## config.mk

```make
export PLATFORM = sky130hd
export DESIGN_NAME = ddc_out_arbiter
export DESIGN_NICKNAME = d
export VERILOG_FILES = /design/src/rtl/ddc_arb_pkg.sv /design/src/rtl/ddc_rr_pick.sv /design/src/rtl/ddc_out_arbiter.sv
export SDC_FILE = /design/constraint.sdc
export NUM_CORES = 1
export LEC_CHECK = 0
export BUFFER_PORTS_ARGS = -buffer_cell sky130_fd_sc_hd__buf_2
export CAP_MARGIN = 20
export CORE_ASPECT_RATIO = 1.25
export CORE_MARGIN = 2
export CORE_UTILIZATION = 40
export CTS_BUF_LIST = sky130_fd_sc_hd__clkbuf_8
export CTS_CLUSTER_SIZE = 16
export DETAILED_ROUTE_END_ITERATION = 8
export GPL_ROUTABILITY_DRIVEN = 0
export PLACE_DENSITY = 0.77
export SYNTH_ARGS = -nofsm -noshare
export SYNTH_HDL_FRONTEND = slang
export SYNTH_SLANG_ARGS = --single-unit
```

## constraint.sdc

```tcl
create_clock -name CLK -period 2.7 [get_ports CLK]
set_input_delay 0 -clock CLK [delete_from_list [all_inputs] [get_ports CLK]]
set_output_delay 0 -clock CLK [all_outputs]
set_load 0.02 [all_outputs]
```

## src/rtl/ddc_arb_pkg.sv

```systemverilog
// Shared types and constants for the DDC output arbiter: FSM states and
// channel-tag encoding carried alongside each sample word.
package ddc_arb_pkg;

  typedef enum logic {
    IDLE = 1'b0,
    SLOT = 1'b1
  } arb_state_e;

  localparam int CHIDX_W = 4;

  localparam logic [CHIDX_W-1:0] CHIDX_INVALID = 4'd0;
  localparam logic [CHIDX_W-1:0] CHIDX_I       = 4'd1;
  localparam logic [CHIDX_W-1:0] CHIDX_Q       = 4'd2;

endpackage

```

## src/rtl/ddc_rr_pick.sv

```systemverilog
// Combinational round-robin picker: first set bit of i_req at or above
// i_ptr, wrapping modulo NUM_REQ.
module ddc_rr_pick #(
  parameter  int NUM_REQ = 4,
  localparam int IDX_W   = $clog2(NUM_REQ)
) (
  input  logic [NUM_REQ-1:0] i_req,
  input  logic [IDX_W-1:0]   i_ptr,
  output logic               o_any,
  output logic [IDX_W-1:0]   o_win
);

  localparam logic [IDX_W:0] NREQ_L = (IDX_W+1)'(NUM_REQ);

  logic [NUM_REQ-1:0] w_rot;
  logic [IDX_W:0]     w_off;
  logic [IDX_W:0]     w_sum;

  // Rotate so the pointer position lands at bit 0; the first set bit of
  // the rotated vector is the offset of the winner from the pointer.
  assign w_rot = NUM_REQ'({i_req, i_req} >> i_ptr);
  assign o_any = |i_req;

  always_comb begin
    w_off = '0;
    for (int k = NUM_REQ-1; k >= 0; k--) begin
      if (w_rot[k]) w_off = (IDX_W+1)'(k);
    end
    w_sum = {1'b0, i_ptr} + w_off;
    o_win = (w_sum >= NREQ_L) ? IDX_W'(w_sum - NREQ_L) : IDX_W'(w_sum);
  end

endmodule

```

## src/rtl/ddc_out_arbiter.sv

```systemverilog
// Shares one serial DDC output bus among NUM_REQ requesters, one slot of
// SLOT_CLK_NUM clocks per grant. DDC_ARB_PRIO0_EN gives requester 0 strict priority.
module ddc_out_arbiter
  import ddc_arb_pkg::*;
#(
  parameter  int NUM_REQ      = 4,
  parameter  int DATA_WIDTH   = 24,
  parameter  int SLOT_CLK_NUM = 8,
  localparam int IDX_W        = $clog2(NUM_REQ)
) (
  input  logic                          CLK,
  input  logic                          nRST,
  input  logic                          Arb_En,
  input  logic [NUM_REQ-1:0]            Req_Valid,
  input  logic [NUM_REQ*DATA_WIDTH-1:0] Req_Data,
  input  logic [NUM_REQ*CHIDX_W-1:0]    Req_ChIdx,
  output logic [NUM_REQ-1:0]            Req_Ack,
  output logic signed [DATA_WIDTH-1:0]  Data_Out,
  output logic                          Data_Out_Valid,
  output logic [CHIDX_W-1:0]            Data_Out_ChIdx,
  output logic [IDX_W-1:0]              Data_Out_ReqIdx,
  output logic                          Busy
);

  localparam int                 CNT_W    = 5;
  localparam logic [CNT_W-1:0]   CNT_LAST = CNT_W'(SLOT_CLK_NUM-1);
  localparam logic [IDX_W-1:0]   IDX_LAST = IDX_W'(NUM_REQ-1);
  localparam logic [NUM_REQ-1:0] ONE_HOT0 = NUM_REQ'(1);

  logic [NUM_REQ-1:0][DATA_WIDTH-1:0] w_data;
  logic [NUM_REQ-1:0][CHIDX_W-1:0]    w_tag;

  arb_state_e          r_state, w_nstate;
  logic [CNT_W-1:0]    r_cnt, w_ncnt;
  logic [IDX_W-1:0]    r_ptr;
  logic                w_grant;

  logic [NUM_REQ-1:0]    w_rr_req;
  logic                  w_rr_any;
  logic [IDX_W-1:0]      w_rr_win;
  logic                  w_any;
  logic [IDX_W-1:0]      w_win;
  logic                  w_ptr_upd;
  logic [IDX_W-1:0]      w_ptr_nxt;

  logic [NUM_REQ-1:0]    r_ack;
  logic [DATA_WIDTH-1:0] r_data;
  logic                  r_vld;
  logic [CHIDX_W-1:0]    r_tag;
  logic [IDX_W-1:0]      r_idx;

  // Packed-array view matches the flat bus layout word-for-word.
  assign w_data = Req_Data;
  assign w_tag  = Req_ChIdx;

`ifdef DDC_ARB_PRIO0_EN
  // Requester 0 bypasses rotation and never moves the pointer.
  assign w_rr_req  = {Req_Valid[NUM_REQ-1:1], 1'b0};
  assign w_any     = Req_Valid[0] | w_rr_any;
  assign w_win     = Req_Valid[0] ? '0 : w_rr_win;
  assign w_ptr_upd = ~Req_Valid[0];
`else
  assign w_rr_req  = Req_Valid;
  assign w_any     = w_rr_any;
  assign w_win     = w_rr_win;
  assign w_ptr_upd = 1'b1;
`endif

  ddc_rr_pick #(.NUM_REQ(NUM_REQ)) u_pick (
    .i_req (w_rr_req),
    .i_ptr (r_ptr),
    .o_any (w_rr_any),
    .o_win (w_rr_win)
  );

  assign w_ptr_nxt = (w_win == IDX_LAST) ? '0 : w_win + IDX_W'(1);

  always_ff @(posedge CLK or negedge nRST) begin
    if (!nRST) begin
      r_state <= IDLE;
      r_cnt   <= '0;
    end else begin
      r_state <= w_nstate;
      r_cnt   <= w_ncnt;
    end
  end

  always_comb begin
    w_nstate = r_state;
    w_ncnt   = r_cnt;
    w_grant  = 1'b0;
    case (r_state)
      IDLE: begin
        if (Arb_En && w_any) begin
          w_grant  = 1'b1;
          w_nstate = SLOT;
          w_ncnt   = '0;
        end
      end
      SLOT: begin
        if (r_cnt == CNT_LAST) begin
          w_ncnt = '0;
          if (Arb_En && w_any) w_grant  = 1'b1;
          else                 w_nstate = IDLE;
        end else begin
          w_ncnt = r_cnt + CNT_W'(1);
        end
      end
      default: begin
        w_nstate = IDLE;
        w_ncnt   = '0;
      end
    endcase
  end

  always_ff @(posedge CLK or negedge nRST) begin
    if (!nRST) begin
      r_ptr  <= '0;
      r_ack  <= '0;
      r_vld  <= 1'b0;
      r_data <= '0;
      r_tag  <= '0;
      r_idx  <= '0;
    end else begin
      r_ack <= '0;
      r_vld <= 1'b0;
      if (w_grant) begin
        r_ack  <= ONE_HOT0 << w_win;
        r_vld  <= 1'b1;
        r_data <= w_data[w_win];
        r_tag  <= w_tag[w_win];
        r_idx  <= w_win;
        if (w_ptr_upd) r_ptr <= w_ptr_nxt;
      end
    end
  end

  assign Req_Ack         = r_ack;
  assign Data_Out        = $signed(r_data);
  assign Data_Out_Valid  = r_vld;
  assign Data_Out_ChIdx  = r_tag;
  assign Data_Out_ReqIdx = r_idx;
  assign Busy            = (r_state == SLOT);

endmodule

```

# After elaboration in Yosys (flattened, before gate mapping)

Index checks and enable logic that the tools add are counted.

Add/subtract/negate cells: 4
Reductions and logical operators: 2
Order comparisons: 2
Bitwise gates (word level): 1
Muxes and demuxes: 20
Shift operators: 2
Equal/unequal tests: 3

Operator list:

| cell                  | number |
|---|---|
| $bmux W24 S2          | 1 |
| $mux W24              | 1 |
| $mux W2               | 6 |
| $mux W5               | 2 |
| $pmux W5 S2           | 1 |
| $bmux W4 S2           | 1 |
| $mux W4               | 2 |
| $shr A8 B2 Y4         | 1 |
| $add A5 B1 Y5 const B | 1 |
| $eq A5 B3 Y1 const B  | 1 |
| $mux W1               | 4 |
| $pmux W1 S2           | 2 |
| $reduce_or A4 Y1      | 1 |
| $shl A1 B2 Y4 const A | 1 |
| $add A2 B2 Y3         | 1 |
| $ge A3 B3 Y1 const B  | 1 |
| $lt A2 B3 Y1 const B  | 1 |
| $add A2 B1 Y2 const B | 1 |
| $eq A2 B2 Y1 const B  | 1 |
| $ne A2 B2 Y1 const B  | 1 |
| $sub A2 B1 Y2 const B | 1 |
| $logic_and A1 B1 Y1   | 1 |
| $not A1 Y1            | 1 |

Word-level logic and storage cells: 42
Input bits: 119
Output and inout bits: 36
Flip-flop bits (word level): 43

# Logic depth before layout (Yosys ltp)

Gate-level depths: netlist (run 1).

Word-level depth: 10
Gate-level depth with buffers: 15
Depth with buffers taken out: 12

# By module

From an unflattened synthesis (run 1), not the netlist that was laid out.

Cells, all modules: 174
Area, all modules: 2565.0 sq um

By module, submodules not included:

| module          | instances | cells an instance | area an instance (sq um) | sequential area each (sq um) |
|---|---|---|---|---|
| ddc_out_arbiter | 1         | 147               | 2386.0                   | 1076.0 |
| ddc_rr_pick     | 1         | 27                | 178.9                    | 0.0 |

# Worst setup path after synthesis (run 1)

OpenSTA, ideal clock, no wires.

Path type: flip-flop to flip-flop
Start point: register r_ptr[0]
End point: register r_ptr[0]
Clock period less this slack: 2747 ps
Path slack: -47 ps
Data required time: 2605 ps
Arrival time: 2652 ps
Path buffers: 3
Cell stages (with the launch flop): 13
Library setup time: 95 ps
Cell sequence: dfrtp_1 buf_2 or4_2 nand3_1 ha_1 xor2_1 a21oi_1 buf_6 buf_12 nor2_4 inv_2 ha_1 o31ai_1

Word-level cells in the longest chain between the ends: 10
Elaborated cells between the ends (all ways): 12
Those cells by class: add/sub: 3; order compare: 1; eq/ne: 1; shift: 1; mux: 6

RTL lines:

| item                                          | line                   | source |
|---|---|---|
| from (decl)                                   | ddc_out_arbiter.sv:35  | `logic [IDX_W-1:0] r_ptr;` |
| from (signal assigned)                        | ddc_out_arbiter.sv:133 | `if (w_ptr_upd) r_ptr <= w_ptr_nxt;` |
| $shr A8 B2 Y4                                 | ddc_rr_pick.sv:21      | `assign w_rot = NUM_REQ'({i_req, i_req} >> i_ptr);` |
| $mux W2 (4 in series)                         | ddc_rr_pick.sv:27      | `if (w_rot[k]) w_off = (IDX_W+1)'(k);` |
| $add A2 B2 Y3 (*)                             | ddc_rr_pick.sv:29      | `w_sum = {1'b0, i_ptr} + w_off;` |
| $ge A3 B3 Y1 or $sub A2 B1 Y2 (tied branches) | ddc_rr_pick.sv:30      | `o_win = (w_sum >= NREQ_L) ? IDX_W'(w_sum - NREQ_L) : IDX_W'(w_sum);` |
| $mux W2 (*)                                   | ddc_rr_pick.sv:30      |  |
| $add A2 B1 Y2 or $eq A2 B2 Y1 (tied branches) | ddc_out_arbiter.sv:76  | `assign w_ptr_nxt = (w_win == IDX_LAST) ? '0 : w_win + IDX_W'(1);` |
| $mux W2 (*)                                   | ddc_out_arbiter.sv:76  |  |

Every way passes the cells marked *; elsewhere a longest branch is shown, timed or not.
A chain may end at the register's enable or synchronous reset.

# Final worst setup path (run 1)

Ends and elaborated chain as after synthesis.

==> results of run 1 <==
-- through the flow --
step	setup TNS [ns]	total power (W)	hold slack (ns)	setup slack, ns	util
2_1_floorplan	0	0.00434	-0.296	0.0169	-
3_3_place_gp	0	0.00511	0.212	0.0822	0.515
3_5_place_dp	0	0.00523	0.221	0.0441	0.515
4_1_cts	0	0.00577	0.0595	0.0236	0.532
5_1_grt	-0.388	0.00666	0.0598	-0.0647	0.558
6_report	0	0.00621	0.0555	0.0681	0.558
-- report_power, final --
part | internal (W) | total, W | switching (W)
Clock | 0.000300 | 0.000534 | 0.000234
Combinational | 0.00202 | 0.00458 | 0.00255
Sequential | 0.000914 | 0.00110 | 0.000182
Total | 0.00324 | 0.00621 | 0.00297
-- critical path, stage by stage (launching register included) --
cell     delay (ns)
dfrtp_2        0.46
or4_2          0.67
nand3_2        0.14
ha_4           0.20
xnor2_4        0.17
nor3_4         0.07
buf_12         0.20
nor2_4         0.14
inv_2          0.05
ha_1           0.21
o31ai_1        0.23
-- kinds of logic (layout without fill, tap and decap cells) --
group / Yosys count / after routing / synth area share
fa+ha+maj: 4 / 4 / 0.0149
buf+inv: 35 / 192 / 0.0844
xor+xnor: 2 / 2 / 0.00521
flops: 43 / 43 / 0.320
simple gates: 129 / 129 / 0.217
mux: 2 / 2 / 0.00743
compound gates: 103 / 104 / 0.351
-- cells in the mapped netlist (2+ instances only) --
cell type	instances	area share
buf_6	9	0.030
o31ai_2	9	0.033
buf_12	2	0.012
a221oi_2	20	0.089
nor3_2	2	0.0059
dfrtp_1	43	0.32
o21ai_0	5	0.0074
a221oi_1	8	0.021
a2111oi_0	19	0.049
nand2b_1	2	0.0037
clkbuf_1	7	0.0078
nand3_1	3	0.0045
and2b_1	15	0.033
a2111oi_4	9	0.074
nor2_1	2	0.0022
nor3_1	2	0.0030
nand2_1	47	0.052
nor3b_1	3	0.0067
a21oi_1	2	0.0030
buf_2	11	0.016
ha_1	4	0.015
nor2b_1	44	0.082
o31ai_1	21	0.047
-- metal layers --
| metal | vias up | GRT usage |
|---|---|---|
| li1 | 1524 | - |
| met1 | 1440 | 0.244 |
| met2 | 103 | 0.323 |
| met3 | 16 | 0.0357 |
| met4 | 0 | 0.0612 |
| met5 | - | 0 |
-- worst max path at each step --
stage,end,slack (ns),cells after the start
floorplan,r_ptr[0]$_DFFE_PN0P_,0.02,12
global placement,Data_Out_ChIdx[2]$_DFFE_PN0P_,0.08,9
detailed placement,Data_Out_ChIdx[2]$_DFFE_PN0P_,0.04,9
CTS,Data_Out[2]$_DFFE_PN0P_,0.02,8
global route,Data_Out[11]$_DFFE_PN0P_,-0.06,8
finish,r_ptr[0]$_DFFE_PN0P_,0.07,10
-- flip-flops by register name, indices dropped and copies added (netlist names) --
signal	flops
Data_Out	24
Data_Out_ReqIdx	2
r_cnt	5
Data_Out_ChIdx	4
Data_Out_Valid	1
Busy	1
Req_Ack	4
r_ptr	2
-- area by class of cell --
class / count / area, µm² / area share
repair buffers: 182 / 1070 / 0.234
clock inverters: 2 / 35.0 / 0.00767
flip-flops and latches: 43 / 1080 / 0.236
clock buffers: 6 / 82.6 / 0.0181
well taps: 97 / 121 / 0.0266
inverters: 2 / 7.51 / 0.00164
multi-input cells: 241 / 2180 / 0.477
-- cell usage in the layout (no fill, tap or decap), types with 2 or more instances in the layout --
cell type,synthesis,layout
buf_2,11,154
nand2_1,47,47
nor2b_1,44,44
dfrtp_1,43,42
o31ai_1,21,21
a221oi_2,20,20
buf_4,0,20
and2b_1,15,15
a2111oi_4,9,10
a2111oi_2,0,10
o31ai_2,9,9
a221oi_1,8,8
clkbuf_8,1,6
o21ai_0,5,5
a2111oi_1,0,5
nor3b_1,3,3
a2111oi_0,19,3
ha_1,4,3
buf_12,2,3
nor2_1,2,2
nor3_1,2,2
nor3_2,2,2
nand3_1,3,2
dlygate4sd3_1,0,2
buf_16,0,2
-- timing repair --
item	CTS	global route
endpoints found under the setup margin	0	28
gates resized for setup	0	33
setup buffers	0	4
hold buffers	2	0
hold endpoints to repair	44	0
==> metrics.md, run 1 <==
| Metric | Value |
|---|---|
| Status | finished, final reports clean |
| Total Routed Length | 9310 µm |
| Average wire per standard cell | 16.3 µm |
| Post-layout min period | 2.63 ns |
| Final Skew | 0.00387 ns |
| Slew Viols, Final | 0 |
| R2R depth | 10 |
| Drc violations | 0 |
| Clk sinks | 43 |
| Gr ovfl total | 0 |
| Relative slew margins | 0.356 |
| Ratio of cells with drive above 1 in the final layout | 0.540 |
| Number of buffers created by CTS | 5 |
| Endpoints failing hold | 0 |
| Met3 wire len | 506 µm |
| Routed vias/inst | 5.38 |
| CTS max path bufs | 2 |
| Hold Path Stages | 3 |
| HP Class | input port to flip-flop |
| Clk pin slew, worst setup/hold paths | 0.09 ns |
| DRT Pass-1 Iters | 4 |
| Initial Util | 0.411 |
| First-pass GRT wire length | 14100 µm |
| CP max FO | 29 |
| Ys Warns | 0 |
| Synth Flop Type | dfrtp_1 |
| Post-Syn Nets | 441 |
| Hold Startpoint | Req_Data[32] |
| Final period util | 0.975 |
| # diodes | 0 |
| Fmax | 0.380 GHz |
| Port buffer count | 154 |
| Power per cell area | 1360 mW/mm² |
| Crit path kind | flip-flop to flip-flop |
| Max-cap viol count | 0 |
| Layout area overhead | 35.8% |
| CTS H-tree depth | 2 |
| Met1 wire length | 3890 µm |
| DR top layer | met4 |
| Arr. time, crit path | 2.83 ns |
| Number of synthesized flops with an enable pin | 0 |
| Global Route Usage Sum | 0.191 |
| Worst flop-to-flop path endpoint | r_ptr[0]$_DFFE_PN0P_ |
| CTS tree | yes |
| Critical Path Source Type | flip-flop |
| HPWL after detailed placement | 6820 µm |
| WL met2 | 4740 µm |
| Io pins | 155 |
| Dpl cells | 557 |
| Fin cells | 573 |
| Post-detailed-route count of antenna-violating nets | 0 |
| Nets@finish | 598 |
| Worst skew pair latency | 0.30 ns |
| Vias in the first global route | 2943 |
| Die area | 0.00917 mm² |
| Yosys cell types | 52 |
| Peak supply drop | 0.652 mV |
| Design area | 0.00457 mm² |
| Die X | 86.0 µm |
| Least-Margin Pin Slew | 0.965 ns |
| Synth Instances | 318 |
| CP Capture Type | flip-flop |
| Fill count | 734 |
| Core Region | 0.00819 mm² |
| DRT iter0 DRCs | 112 |
| Asr flop ratio synth | 1.00 |
| Critical Path Source | r_ptr[0]$_DFFE_PN0P_ |
| Largest net degree at the start of global routing | 47 |
| Syn_area_per_cell | 10.6 µm² |
| Reg-to-Reg Start | r_ptr[0]$_DFFE_PN0P_ |
| Die Span Y | 107 µm |
| R2R setup slack | 0.07 ns |
| Post-synthesis sequential area ratio | 0.320 |
| Leak | 2.07 nW |
| Yosys reg bits | 43 |
| Final setup violation count | 0 |
| Cell row count | 37 |
| Clock tree root buffer cell | clkbuf_8 |
| Mapped cell area | 0.00337 mm² |
| Initial antenna violation count | 0 |
| Worst Hold End | Data_Out[8]$_DFFE_PN0P_ |
| RSZ-0062 raised after global routing | true |
| Area after DPL | 0.00422 mm² |
| Req. time, crit path | 2.90 ns |
| Vias | 3083 |
(Power assumes the default switching activity.)
==> run 2: changes to the inputs <==
--- a/config.mk
+++ b/config.mk
@@ -5,6 +5,7 @@
 export SDC_FILE = /design/constraint.sdc
 export NUM_CORES = 1
 export LEC_CHECK = 0
+export ABC_AREA = 1
 export BUFFER_PORTS_ARGS = -buffer_cell sky130_fd_sc_hd__buf_2
 export CAP_MARGIN = 20
 export CORE_ASPECT_RATIO = 1.25
@@ -14,7 +15,7 @@
 export CTS_CLUSTER_SIZE = 16
 export DETAILED_ROUTE_END_ITERATION = 8
 export GPL_ROUTABILITY_DRIVEN = 0
-export PLACE_DENSITY = 0.77
+export PLACE_DENSITY = 0.8
 export SYNTH_ARGS = -nofsm -noshare
 export SYNTH_HDL_FRONTEND = slang
 export SYNTH_SLANG_ARGS = --single-unit
==> metrics.md, run 2 <==
| Metric | Value |
|---|---|
| Status | finished, final reports clean |
| Port buffer count | 154 |
| Final Skew | 0.00675 ns |
| Post-synthesis sequential area ratio | 0.388 |
| Vias in the first global route | 2954 |
| Fin cells | 578 |
| Final core utilization | 0.569 |
| Nets@finish | 613 |
| Critical Path Source | r_ptr[0]$_DFFE_PN0P_ |
| Cell row count | 33 |
| Max-cap viol count | 0 |
| Synth Flop Type | dfrtp_1 |
| Asr flop ratio synth | 1.00 |
| Number of buffers created by CTS | 5 |
| Average wire per standard cell | 13.4 µm |
| Leak | 2.17 nW |
| Largest net degree at the start of global routing | 44 |
| Ratio of cells with drive above 1 in the final layout | 0.373 |
| Top-area cell type share of the netlist area | 0.388 |
| Ranking of synthesized cells by area | dfrtp_1, mux2i_1, nand2_1, nand3_1, buf_2 |
| Most frequent cells in the layout | buf_2, nand2_1, nand3_1 |
| Final setup violation count | 0 |
| Endpoints failing hold | 0 |
| Final period util | 0.903 |
| Ys Warns | 0 |
| Initial Util | 0.417 |
| Yosys cell types | 25 |
| Gr ovfl total | 0 |
| Most numerous cell in the Yosys netlist | nand2_1 |
| Die X | 78.5 µm |
| CP max-delay cell | dfrtp_2 |
| Fill count | 619 |
| Relative slew margins | 0.414 |
| CP max FO | 7 |
| CTS H-tree depth | 2 |
| Synth Instances | 339 |
| Req. time, crit path | 2.84 ns |
| First-pass GRT wire length | 12900 µm |
| Routed vias/inst | 4.97 |
| Mapped cell area | 0.00277 mm² |
| Crit path kind | flip-flop to flip-flop |
| CTS max path bufs | 2 |
| Peak supply drop | 0.819 mV |
| Hold Startpoint | Req_Data[53] |
| Fmax | 0.410 GHz |
| Post-layout min period | 2.44 ns |
| Layout area overhead | 36.4% |
| Global Route Usage Sum | 0.204 |
| Clk sinks | 43 |
| CP Capture Type | flip-flop |
| Core Region | 0.00665 mm² |
| DRT iter0 DRCs | 185 |
| Die Span Y | 97.1 µm |
| Power per cell area | 1500 mW/mm² |
| Total Routed Length | 7730 µm |
| Io pins | 155 |
| Post-Syn Nets | 462 |
| CP cell instances | inv_2, nand2_1, nand3_1, nand2_1, nand3_1, a21boi_1, ha_4, xor2_1, inv_1, nand3_1, nand2_2, ha_1, nand2_1, o21ai_0 |
| Number of synthesized flops with an enable pin | 0 |
| Max reg flops | 24 |
| Die area | 0.00762 mm² |
| RSZ-0062 raised after global routing | false |
| HP Class | input port to flip-flop |
| Commonest cells in the synthesized netlist | nand2_1, nand3_1, mux2i_1 |
| Crit-path max cell delay | 0.46 ns |
| Top delay family on crit path | simple AND/OR/NAND/NOR gates |
| Drc violations | 0 |
| Clock tree root buffer cell | clkbuf_8 |
| # diodes | 0 |
| Most common cell after layout, fill and taps aside | buf_2 |
| Worst skew pair latency | 0.29 ns |
| Post-detailed-route count of antenna-violating nets | 0 |
| Yosys reg bits | 43 |
| Dpl cells | 567 |
| Initial antenna violation count | 0 |
| CTS tree | yes |
| Critical Path Source Type | flip-flop |
| Worst Path Buf+Inv | 2 |
| DRT Pass-1 Iters | 4 |
| HPWL after detailed placement | 5790 µm |
| Least-Margin Pin Slew | 0.878 ns |
| Setup TNS Final | 0 ns |
| Largest area contributor in the netlist | dfrtp_1 |
| Vias | 2872 |
| Arr. time, crit path | 2.58 ns |
| Clk pin slew, worst setup/hold paths | 0.08 ns |
| Syn_area_per_cell | 8.18 µm² |
| Reg-to-Reg Start | r_ptr[0]$_DFFE_PN0P_ |
| Slew Viols, Final | 0 |
==> run 2: changes by cell type after synthesis, sizes merged, moves of 4 or more <==
cell	previous run	this run
a221oi	28	0
a2111oi	28	0
o21ai	7	3
nor2	3	9
nand3	4	67
and2b	16	0
mux2i	1	56
nand2	47	108
nor2b	44	0
o31ai	30	0
clkbuf	8	1
nor3	5	1
inv	2	12
==> run 2: metrics by stage <==
step           instance area [µm²]  hold slack, ns  setup slack [ns]  total power, W
5_1_grt                       3780          0.0518            0.0807         0.00613
6_report                      3780          0.0352             0.261         0.00566
4_1_cts                       3750          0.0267            0.0868         0.00568
3_5_place_dp                  3630           0.212             0.114         0.00515
2_1_floorplan                 2770          -0.296             0.398         0.00419
3_3_place_gp                  3630           0.199             0.287         0.00505
==> run 2: cell type report <==
type	count	area, µm²	area share
Clock inverter	2	35.0	0.00926
Clock buffer	6	82.6	0.0218
Sequential cell	43	1080	0.285
Tap cell	87	109	0.0288
Multi-Input combinational cell	263	1540	0.407
Inverter	12	45.0	0.0119
Timing Repair Buffer	165	893	0.236
==> run 2: timing repair <==
item / in CTS / in global routing
hold buffers: 1 / 0
setup buffers: 0 / 0
endpoints found under the hold margin: 43 / 0
gates resized for setup: 0 / 2
setup endpoints to repair: 0 / 33
==> run 2: routing by layer <==
layer  global-route usage  routed length (µm)  up-vias
li1                     -                   -     1442
met1                0.246                3110     1276
met2                0.369                3990      139
met3               0.0307                 490       15
met4               0.0634                 140        0
met5                    0                   0        -
==> run 2: where the power goes <==
group          internal, W  switching, W
registers         0.000942      0.000188
clock network     0.000300      0.000221
logic              0.00169       0.00231
total              0.00294       0.00272
==> run 2: logic make-up (layout without fill, tap and decap cells) <==
logic type | count (synthesis) | after routing | synth area share
flops | 43 | 43 | 0.388
buf+inv | 34 | 185 | 0.0632
mux | 56 | 56 | 0.202
xor+xnor | 3 | 3 | 0.00948
simple gates | 187 | 188 | 0.292
compound gates | 12 | 12 | 0.0266
fa+ha+maj | 4 | 4 | 0.0181
==> run 2: final timing paths <==
check	end	slack [ns]	cells after the start
worst max-delay path	r_ptr[1]$_DFFE_PN0P_	0.26	14
worst max register to register	r_ptr[1]$_DFFE_PN0P_	0.26	14
min in group asynchronous	r_cnt[1]$_DFFE_PN0P_	0.16	2
max in group asynchronous	r_ptr[0]$_DFFE_PN0P_	2.05	3
worst min register to register	Data_Out[22]$_DFFE_PN0P_	0.48	2
worst min-delay path	Data_Out[5]$_DFFE_PN0P_	0.04	5
==> run 2: worst min-delay path, delay by kind of cell <==
kind,cells,cell delay (ns)
simple gates,3,0.17
mux,1,0.05
buf+inv,1,0.07
==> run 3: changes to the inputs <==
==> constraint.sdc (replaced) <==
create_clock -name CLK -period 2.1 [get_ports CLK]
set_input_delay 0 -clock CLK [delete_from_list [all_inputs] [get_ports CLK]]
set_output_delay 0 -clock CLK [all_outputs]
set_load 0.02 [all_outputs]
==> metrics.md, run 3 (synthesized netlist as in run 2, its figures left out) <==
| Metric | Value |
|---|---|
| CP Capture Type | flip-flop |
| RSZ-0062 raised after global routing | true |
| Gr ovfl total | 0 |
| Worst skew pair latency | 0.30 ns |
| CP max FO | 14 |
| Max-cap viol count | 0 |
| Fmax | 0.458 GHz |
| Initial antenna violation count | 0 |
| CTS H-tree depth | 2 |
| Reg area | 0.00108 mm² |
| Total Routed Length | 8680 µm |
| Post-layout min period | 2.19 ns |
| # diodes | 0 |
| Clk sinks | 43 |
| Leak | 2.36 nW |
| Global Route Usage Sum | 0.201 |
| Clk pin slew, worst setup/hold paths | 0.09 ns |
| Average wire per standard cell | 14.4 µm |
| Final Skew | 0.00820 ns |
| Routed vias/inst | 5.11 |
| Layout area overhead | 53.2% |
| Drc violations | 0 |
| WL met2 | 4590 µm |
| First-pass GRT wire length | 12600 µm |
| DRT iter0 DRCs | 170 |
| Relative slew margins | 0.367 |
| CP cell instances | inv_4, nand2_2, nand3_2, nand2_2, nand3_2, a21boi_4, ha_4, xor2_4, inv_2, nand3_4, nand2_4, clkbuf_16, nand2_1, nand3_1, nand2_1 |
| Clock tree root buffer cell | clkbuf_8 |
| Crit path kind | flip-flop to flip-flop |
| Endpoints failing hold | 0 |
| Vias | 3077 |
| Met3 wire len | 509 µm |
| Req. time, crit path | 2.34 ns |
| Critical Path Source Type | flip-flop |
| Peak supply drop | 1.34 mV |
| Hold Startpoint | Req_Data[54] |
| Power per cell area | 2190 mW/mm² |
| HPWL after detailed placement | 5800 µm |
| CP max-delay cell | dfrtp_2 |
| Reg-to-Reg Start | r_ptr[0]$_DFFE_PN0P_ |
| HP Class | input port to flip-flop |
| CTS max path bufs | 2 |
| Failing checks | setup timing |
| Met1 wire length | 3390 µm |
| Critical Path Source | r_ptr[0]$_DFFE_PN0P_ |
| Number of buffers created by CTS | 5 |
| Final period util | 1.04 |
| Setup ws final | -0.0851 ns |
| Multi-input logic area | 0.00167 mm² |
| Die area | 0.00762 mm² |
| Port buffer count | 154 |
| Die Span Y | 97.1 µm |
| Crit-path max cell delay | 0.45 ns |
| Final setup violation count | 30 |
| Fill count | 554 |
| Max reg flops | 24 |
| DR top layer | met4 |
| Core Region | 0.00665 mm² |
| PnR Total Power | 0.00931 W |
| Ratio of cells with drive above 1 in the final layout | 0.454 |
| DRT Pass-1 Iters | 4 |
| Largest net degree at the start of global routing | 44 |
| Status | complete, but fails checks |
| Cell row count | 33 |
| Least-Margin Pin Slew | 0.949 ns |
| Most frequent cells in the layout | buf_2, nand2_1, nand3_1 |
| Slew Viols, Final | 0 |
| Vias in the first global route | 2790 |
| Initial Util | 0.417 |
| CTS tree | yes |
| Post-detailed-route count of antenna-violating nets | 0 |
| Arr. time, crit path | 2.42 ns |
| Worst slack, placed | -0.145 ns |
| Nets@finish | 637 |
| Io pins | 155 |
| Die X | 78.5 µm |
| Most common cell after layout, fill and taps aside | buf_2 |
run 3: path summary, 6_finish.rpt:
path                                                 end  slack (ns)  cells after the start
max in group asynchronous           r_ptr[1]$_DFFE_PN0P_        1.07                      2
max                        Data_Out_ChIdx[2]$_DFFE_PN0P_       -0.09                     15
min in group asynchronous        Data_Out[9]$_DFFE_PN0P_        0.38                      2
max reg2reg                Data_Out_ChIdx[2]$_DFFE_PN0P_       -0.09                     15
min                              Data_Out[6]$_DFFE_PN0P_        0.02                      5
min reg2reg                     Data_Out[20]$_DFFE_PN0P_        0.48                      2
run 3: area by class of cell:
class	instances	share of cell area
sequential	43	0.254
clock inverter	2	0.00825
tap	87	0.0256
multi-input combinational	262	0.393
inverter	12	0.0118
clock buffer	6	0.0194
timing repair buffer	190	0.288
run 3: stage by stage:
stage	utilization	hold slack, ns	cells	instance area, µm²	TNS, ns
final	0.639	0.0200	602	4250	-1.27
after CTS	0.589	0.0202	586	3910	0
after floorplan	-	-0.296	339	2830	-0.0225
after detailed placement	0.563	0.205	576	3740	-3.98
after global routing	0.639	0.0421	602	4250	-4.49
after global placement	0.563	0.199	576	3740	-0.250
run 3: layer usage:
| layer | GRT usage | vias up |
|---|---|---|
| met5 | 0 | - |
| met4 | 0.0661 | 0 |
| met3 | 0.0288 | 24 |
| met2 | 0.369 | 139 |
| met1 | 0.238 | 1431 |
| li1 | - | 1483 |
run 3: report_power, final:
part	leakage, nW	switching (W)	internal, W	total [W]
Combinational	1.77	0.00361	0.00357	0.00717
Clock	0.0612	0.000290	0.000385	0.000675
Sequential	0.529	0.000246	0.00121	0.00146
run 3: repair_timing:
| action | 4_1_cts | 5_1_grt |
|---|---|---|
| endpoints found under the setup margin | 34 | 34 |
| cloned | 0 | 4 |
| endpoints found under the hold margin | 43 | 0 |
| pin swaps | 3 | 22 |
| hold buffers | 1 | 0 |
| resized for setup | 9 | 35 |
| setup buffers | 1 | 12 |
run 3: worst max-delay path: cells and delay by family (launching register included):
family	cells	cell delay, ns
buffers and inverters	3	0.33
XOR/XNOR	1	0.18
AND/OR/NAND/NOR	9	0.78
flip-flops	1	0.45
AO/OA/AOI/OAI	1	0.20
adder cells (fa/ha/maj)	1	0.18
